<file path="src/rtl/cdb_pkg.sv">
// rtl/cdb_pkg.sv - shared CDB constants, requester indices and broadcast record
package cdb_pkg;

    localparam int NUM_REQ    = 4;
    localparam int TAG_WIDTH  = 6;
    localparam int DATA_WIDTH = 32;

    typedef enum logic [1:0] {
        REQ_INT = 2'd0,
        REQ_MUL = 2'd1,
        REQ_DIV = 2'd2,
        REQ_MEM = 2'd3
    } req_idx_e;

    // One CDB beat as seen by the RS, ROB and register status table
    typedef struct packed {
        logic                  valid;
        logic [TAG_WIDTH-1:0]  tag;
        logic [DATA_WIDTH-1:0] data;
    } cdb_t;

endpackage

</file>
<file path="src/rtl/cdb_arbiter_if.sv">
// rtl/cdb_arbiter_if.sv - execution-unit request bus and CDB broadcast bus
interface cdb_arbiter_if #(
    parameter int NUM_REQ    = cdb_pkg::NUM_REQ,
    parameter int TAG_WIDTH  = cdb_pkg::TAG_WIDTH,
    parameter int DATA_WIDTH = cdb_pkg::DATA_WIDTH
);
    logic [NUM_REQ-1:0]                 req_valid;
    logic [NUM_REQ-1:0][TAG_WIDTH-1:0]  req_tag;
    logic [NUM_REQ-1:0][DATA_WIDTH-1:0] req_data;
    logic [NUM_REQ-1:0]                 req_gnt;
    logic                               ff_tf;
    logic                               flush;
    logic                               cdb_valid;
    logic [TAG_WIDTH-1:0]               cdb_tag;
    logic [DATA_WIDTH-1:0]              cdb_data;
    logic [TAG_WIDTH-1:0]               cdb_tag_tf;
    logic                               cdb_tag_tf_valid;

    modport master (
        output req_valid, req_tag, req_data, ff_tf, flush,
        input  req_gnt, cdb_valid, cdb_tag, cdb_data, cdb_tag_tf, cdb_tag_tf_valid
    );

    modport slave (
        input  req_valid, req_tag, req_data, ff_tf, flush,
        output req_gnt, cdb_valid, cdb_tag, cdb_data, cdb_tag_tf, cdb_tag_tf_valid
    );
endinterface

</file>
<file path="src/rtl/rr_arbiter.sv">
// rtl/rr_arbiter.sv - rotating-priority one-hot arbiter with its own priority pointer
module rr_arbiter #(
    parameter int N = 4
) (
    input  logic         clk,
    input  logic         rst_n,
    input  logic         en_i,
    input  logic [N-1:0] req_i,
    output logic [N-1:0] gnt_o
);
    localparam int PW = (N > 1) ? $clog2(N) : 1;

    logic [PW-1:0] ptr_q;
    logic [PW-1:0] ptr_d;
    logic [PW-1:0] gnt_idx;
    logic [PW-1:0] idx;
    logic          found;

    // ptr_q is the highest-priority index; scan upward from it with wrap
    always_comb begin
        gnt_o   = '0;
        gnt_idx = '0;
        idx     = '0;
        found   = 1'b0;
        if (en_i) begin
            for (int k = 0; k < N; k++) begin
                idx = PW'((int'(ptr_q) + k) % N);
                if (!found && req_i[idx]) begin
                    found      = 1'b1;
                    gnt_o[idx] = 1'b1;
                    gnt_idx    = idx;
                end
            end
        end
        ptr_d = ptr_q;
        if (found) begin
            ptr_d = (gnt_idx == PW'(N - 1)) ? '0 : gnt_idx + PW'(1);
        end
    end

    always_ff @(posedge clk or negedge rst_n) begin
        if (!rst_n) begin
            ptr_q <= '0;
        end else begin
            ptr_q <= ptr_d;
        end
    end

endmodule

</file>
<file path="src/rtl/cdb_arbiter.sv">
// rtl/cdb_arbiter.sv - CDB arbiter: gated round-robin grant, result mux and broadcast register
module cdb_arbiter #(
    parameter int NUM_REQ    = cdb_pkg::NUM_REQ,
    parameter int TAG_WIDTH  = cdb_pkg::TAG_WIDTH,
    parameter int DATA_WIDTH = cdb_pkg::DATA_WIDTH
) (
    input  logic         clk,
    input  logic         rst,
    cdb_arbiter_if.slave bus
);
    logic                  grant_en;
    logic [NUM_REQ-1:0]    gnt;
    logic                  valid_q;
    logic                  valid_d;
    logic [TAG_WIDTH-1:0]  tag_q;
    logic [TAG_WIDTH-1:0]  tag_d;
    logic [DATA_WIDTH-1:0] data_q;
    logic [DATA_WIDTH-1:0] data_d;

    // A full tag FIFO cannot accept the recycled tag, so nothing may be broadcast
    assign grant_en = rst & ~bus.ff_tf & ~bus.flush;

    rr_arbiter #(.N(NUM_REQ)) u_rr (
        .clk   (clk),
        .rst_n (rst),
        .en_i  (grant_en),
        .req_i (bus.req_valid),
        .gnt_o (gnt)
    );

    always_comb begin
        valid_d = |gnt;
        tag_d   = tag_q;
        data_d  = data_q;
        for (int i = 0; i < NUM_REQ; i++) begin
            if (gnt[i]) begin
                tag_d  = bus.req_tag[i];
                data_d = bus.req_data[i];
            end
        end
    end

    always_ff @(posedge clk or negedge rst) begin
        if (!rst) begin
            valid_q <= 1'b0;
            tag_q   <= '0;
            data_q  <= '0;
        end else begin
            valid_q <= valid_d;
            tag_q   <= tag_d;
            data_q  <= data_d;
        end
    end

    assign bus.req_gnt          = gnt;
    assign bus.cdb_valid        = valid_q;
    assign bus.cdb_tag          = tag_q;
    assign bus.cdb_data         = data_q;
    assign bus.cdb_tag_tf       = tag_q;
    assign bus.cdb_tag_tf_valid = valid_q;

endmodule

</file>
<file path="src/flat_wrapper.sv">
// flat-port wrapper written by rule: the top's interface ports become plain ports
module cdb_arbiter_flat 
#(
    parameter int NUM_REQ    = cdb_pkg::NUM_REQ,
    parameter int TAG_WIDTH  = cdb_pkg::TAG_WIDTH,
    parameter int DATA_WIDTH = cdb_pkg::DATA_WIDTH
)
  (clk, rst, bus_req_valid, bus_req_tag, bus_req_data, bus_ff_tf, bus_flush, bus_req_gnt, bus_cdb_valid, bus_cdb_tag, bus_cdb_data, bus_cdb_tag_tf, bus_cdb_tag_tf_valid);
  cdb_arbiter_if #(.NUM_REQ(NUM_REQ), .TAG_WIDTH(TAG_WIDTH), .DATA_WIDTH(DATA_WIDTH)) bus_i ();
  input  logic clk;
  input  logic rst;
  input wire logic [$bits(bus_i.req_valid)-1:0] bus_req_valid;
  input wire logic [$bits(bus_i.req_tag)-1:0] bus_req_tag;
  input wire logic [$bits(bus_i.req_data)-1:0] bus_req_data;
  input wire logic [$bits(bus_i.ff_tf)-1:0] bus_ff_tf;
  input wire logic [$bits(bus_i.flush)-1:0] bus_flush;
  output wire logic [$bits(bus_i.req_gnt)-1:0] bus_req_gnt;
  output wire logic [$bits(bus_i.cdb_valid)-1:0] bus_cdb_valid;
  output wire logic [$bits(bus_i.cdb_tag)-1:0] bus_cdb_tag;
  output wire logic [$bits(bus_i.cdb_data)-1:0] bus_cdb_data;
  output wire logic [$bits(bus_i.cdb_tag_tf)-1:0] bus_cdb_tag_tf;
  output wire logic [$bits(bus_i.cdb_tag_tf_valid)-1:0] bus_cdb_tag_tf_valid;
  assign bus_i.req_valid = bus_req_valid;
  assign bus_i.req_tag = bus_req_tag;
  assign bus_i.req_data = bus_req_data;
  assign bus_i.ff_tf = bus_ff_tf;
  assign bus_i.flush = bus_flush;
  assign bus_req_gnt = bus_i.req_gnt;
  assign bus_cdb_valid = bus_i.cdb_valid;
  assign bus_cdb_tag = bus_i.cdb_tag;
  assign bus_cdb_data = bus_i.cdb_data;
  assign bus_cdb_tag_tf = bus_i.cdb_tag_tf;
  assign bus_cdb_tag_tf_valid = bus_i.cdb_tag_tf_valid;
  cdb_arbiter #(.NUM_REQ(NUM_REQ), .TAG_WIDTH(TAG_WIDTH), .DATA_WIDTH(DATA_WIDTH)) u_core (.clk(clk), .rst(rst), .bus(bus_i));
endmodule
</file>
<file path="config.mk">
export PLATFORM = sky130hd
export DESIGN_NAME = cdb_arbiter_flat
export DESIGN_NICKNAME = d
export VERILOG_FILES = /design/src/rtl/cdb_pkg.sv /design/src/rtl/cdb_arbiter_if.sv /design/src/rtl/rr_arbiter.sv /design/src/rtl/cdb_arbiter.sv /design/src/flat_wrapper.sv
export SDC_FILE = /design/constraint.sdc
export NUM_CORES = 1
export LEC_CHECK = 0
export ABC_CLOCK_PERIOD_IN_PS = 4850
export BUFFER_PORTS_ARGS = -buffer_cell sky130_fd_sc_hd__buf_4
export CORE_ASPECT_RATIO = 1.1
export CORE_MARGIN = 4
export CORE_UTILIZATION = 40
export DETAILED_ROUTE_END_ITERATION = 10
export PLACE_DENSITY = 0.83
export REMOVE_ABC_BUFFERS = 1
export SLEW_MARGIN = 10
export SYNTH_ARGS = -nofsm -noshare
export SYNTH_HDL_FRONTEND = slang
export SYNTH_SLANG_ARGS = --single-unit
</file>
<file path="constraint.sdc">
create_clock -name clk -period 4.85 [get_ports clk]
set_input_delay 0.485 -clock clk [delete_from_list [all_inputs] [get_ports clk]]
set_output_delay 0.485 -clock clk [all_outputs]
set_load 0.03 [all_outputs]
</file>
==> results.yml <==
place:
  io_buffer_count: 209
  dp_cells: 596
  post-dp-hpwl_mm: 8.630
  place.gp.congestion: 0.9566
  dpl-instance-area_um2: 4736
  pre_cts_ws_ns: 0.7092
logic_synthesis:
  syn-cell-area_um2: 3208
  yosysWarnings: 0
  synthFlopType: "dfrtp_1"
  ys_seq_area_frac: 0.3198
  syn-mean-instance-area_um2: 10.35
  ys_seq_elements: 41
  synth_edf_count: 0
  syn-instance-count: 310
  synth.distinct_cells: 41
  async_flop_share: 1.000
critical_path:
  reg2reg_to: "u_core.bus.cdb_data[15]$_DFFE_PN0P_"
  timing.rr.start: "u_core.u_rr.ptr_q[0]$_DFFE_PN0P_"
  worstSetupPathType: "flip-flop to output pin"
  path_max_fanout: 30
  cp_data_arrival_time_ns: 3.73
  reg2reg_depth: 9
  cp-start-kind: "flip-flop"
  end_kind: "output pin"
  cp_data_required_time_ns: 4.37
  r2r_slack_ns: 0.72
power_and_ir_drop:
  totalPowerFinal_mw: 3.166
  peakVddDrop_mv: 0.2796
  power.density_nw_per_um2: 649.7
  p_leak_nw: 2.324
clock_network:
  insertion_delay_ns: 0.29
  cts_resized: 0
  clock-sinks: 41
  htree_levels: 2
  clkTransAtPathRegs_ns: 0.09
  cts_buffers: 5
  clockBufferDepth: 2
  cts_tree: "built"
  cts_hold_buf: 0
  cts-root-buf: "clkbuf_8"
  post-cts-setup-buffers: 0
sta:
  tightest_slew_ns: 0.7607
  worst_slack_ns: 0.6324
  final_max_slew_viol_count: 0
  fin_crit_sh: 0.8696
  whs_ns: 0.1686
  report.final.setup_viol: 0
  skew_ns: 0.006337
  tns_ns: 0
  post-route-min-period_ns: 4.218
  max_freq_mhz: 237.1
  final_hold_viol_count: 0
  rsz0062_at_grt: "no"
  maxSlewHeadroom: 0.4917
drt:
  drcViolationCount: 0
  wl_per_cell_um: 18.63
  dr.pass1.iters: 4
  via_count: 3342
  ant_nets: 0
  wirelength_mm: 11.25
  viasPerCell: 5.533
  drt_iter0_drc: 124
run:
  max_cap_viol_count: 0
status:
  outcome: "completed"
cells_and_area:
  stdcell_count: 604
  final_area_um2: 4873
  antenna_cells: 0
  nNetsFinal: 662
  layout-drive-gt1-share: 0.4819
  final_core_util: 0.6192
  syn_to_final_growth_pct: 51.91
floorplan:
  die_height_um: 101.9
  die_width_um: 93.39
  rows: 34
  coreArea_um2: 7870
  dieArea_um2: 9518
  initial_core_util: 0.4076
  pin_count: 210
global_routing:
  grtUsageTotal: 0.2204
  first_global_vias: 3385
  grt_antenna_before_repair: 0
  grt_max_degree: 43
  grt_overflow: 0
  grt_first_pass_wirelength_mm: 16.66
worst_hold_path:
  min_path_type: "input pin to async pin"
-- area by class of cell --
type / count / area [µm²]
Timing Repair Buffer: 216 / 1634
Multi-Input combinational cell: 226 / 1922
Clock inverter: 3 / 68.82
Clock buffer: 5 / 68.82
Tap cell: 108 / 135.1
Inverter: 5 / 18.77
Sequential cell: 41 / 1026
Fill cell: 660 / 2997
-- worst max-delay path by stage --
stage                     slack, ns  cells past startpoint                        startpoint                                  end
after floorplan               -0.13                      8  u_core.u_rr.ptr_q[0]$_DFFE_PN0P_   u_core.bus.cdb_data[0]$_DFFE_PN0P_
after global placement         0.93                      9  u_core.u_rr.ptr_q[0]$_DFFE_PN0P_  u_core.bus.cdb_data[13]$_DFFE_PN0P_
after detailed placement       0.71                      9  u_core.u_rr.ptr_q[0]$_DFFE_PN0P_   u_core.bus.cdb_data[1]$_DFFE_PN0P_
after CTS                      0.64                      8  u_core.u_rr.ptr_q[0]$_DFFE_PN0P_                       bus_req_gnt[3]
after global routing           0.39                      9  u_core.u_rr.ptr_q[0]$_DFFE_PN0P_  u_core.bus.cdb_data[14]$_DFFE_PN0P_
final                          0.63                      8  u_core.u_rr.ptr_q[0]$_DFFE_PN0P_                       bus_req_gnt[3]
-- layout by cell type (no fill, tap or decap), drive strengths merged, types with 2 or more instances in the layout --
master,n
a21oi,43
a22o,40
buf,216
bufinv,2
clkbuf,5
dfrtp,41
ha,7
inv,6
mux2,2
mux2i,45
mux4,4
nand2,7
nand2b,5
nor2,7
nor3,3
o21ai,2
o22a,38
o22ai,3
xnor2,3
-- report_power, final --
group / total [mW] / internal (mW) / switching [mW] / leakage (nW)
combinational: 2.16 / 0.970 / 1.19 / 1.78
sequential: 0.672 / 0.520 / 0.152 / 0.473
clock: 0.338 / 0.207 / 0.131 / 0.0687
-- critical path: stages, from the launching register on --
cell	delay [ns]
dfrtp_1	0.80
inv_1	0.26
ha_1	0.59
mux4_2	0.49
inv_1	0.12
o21bai_1	0.08
a2bb2oi_2	0.18
nor2_4	0.60
buf_4	0.29
-- Yosys cell counts, types with 2 or more instances --
library cell,count,area (µm²)
nor2_1,7,26.28
inv_1,5,18.77
buf_12,2,40.04
a22o_1,40,350.3
mux2i_1,45,450.4
buf_2,9,45.04
a21oi_1,42,210.2
o22a_1,38,332.8
nand2_1,7,26.28
buf_4,17,127.6
buf_6,4,45.04
clkbuf_1,5,18.77
mux2_2,2,22.52
xnor2_1,3,26.28
o22ai_1,3,18.77
ha_1,7,87.58
dfrtp_1,41,1026
mux4_2,4,90.09
nand2b_1,5,31.28
nor3_1,3,15.01
-- registers in the layout, indices dropped and copies added (netlist names) --
signal	flops
u_core.u_rr.ptr_q	2
u_core.bus.cdb_tag	6
u_core.bus.cdb_data	32
u_core.bus.cdb_tag_tf_valid	1
-- cell families after synthesis --
logic type,share of synthesized area
AO/OA/AOI/OAI,0.3218
multiplexers,0.1755
buffers and inverters,0.09321
flip-flops,0.3198
AND/OR/NAND/NOR,0.05422
adder cells (fa/ha/maj),0.02730
XOR/XNOR,0.008192
-- routing by layer --
layer,routed length [µm],global-route usage,up-vias
met5,0,0,-
li1,-,-,1566
met3,1101,0.05081,14
met1,4299,0.2599,1587
met4,136,0.05750,0
met2,5714,0.4026,175
Note: power is estimated with default switching activity, not from simulation.
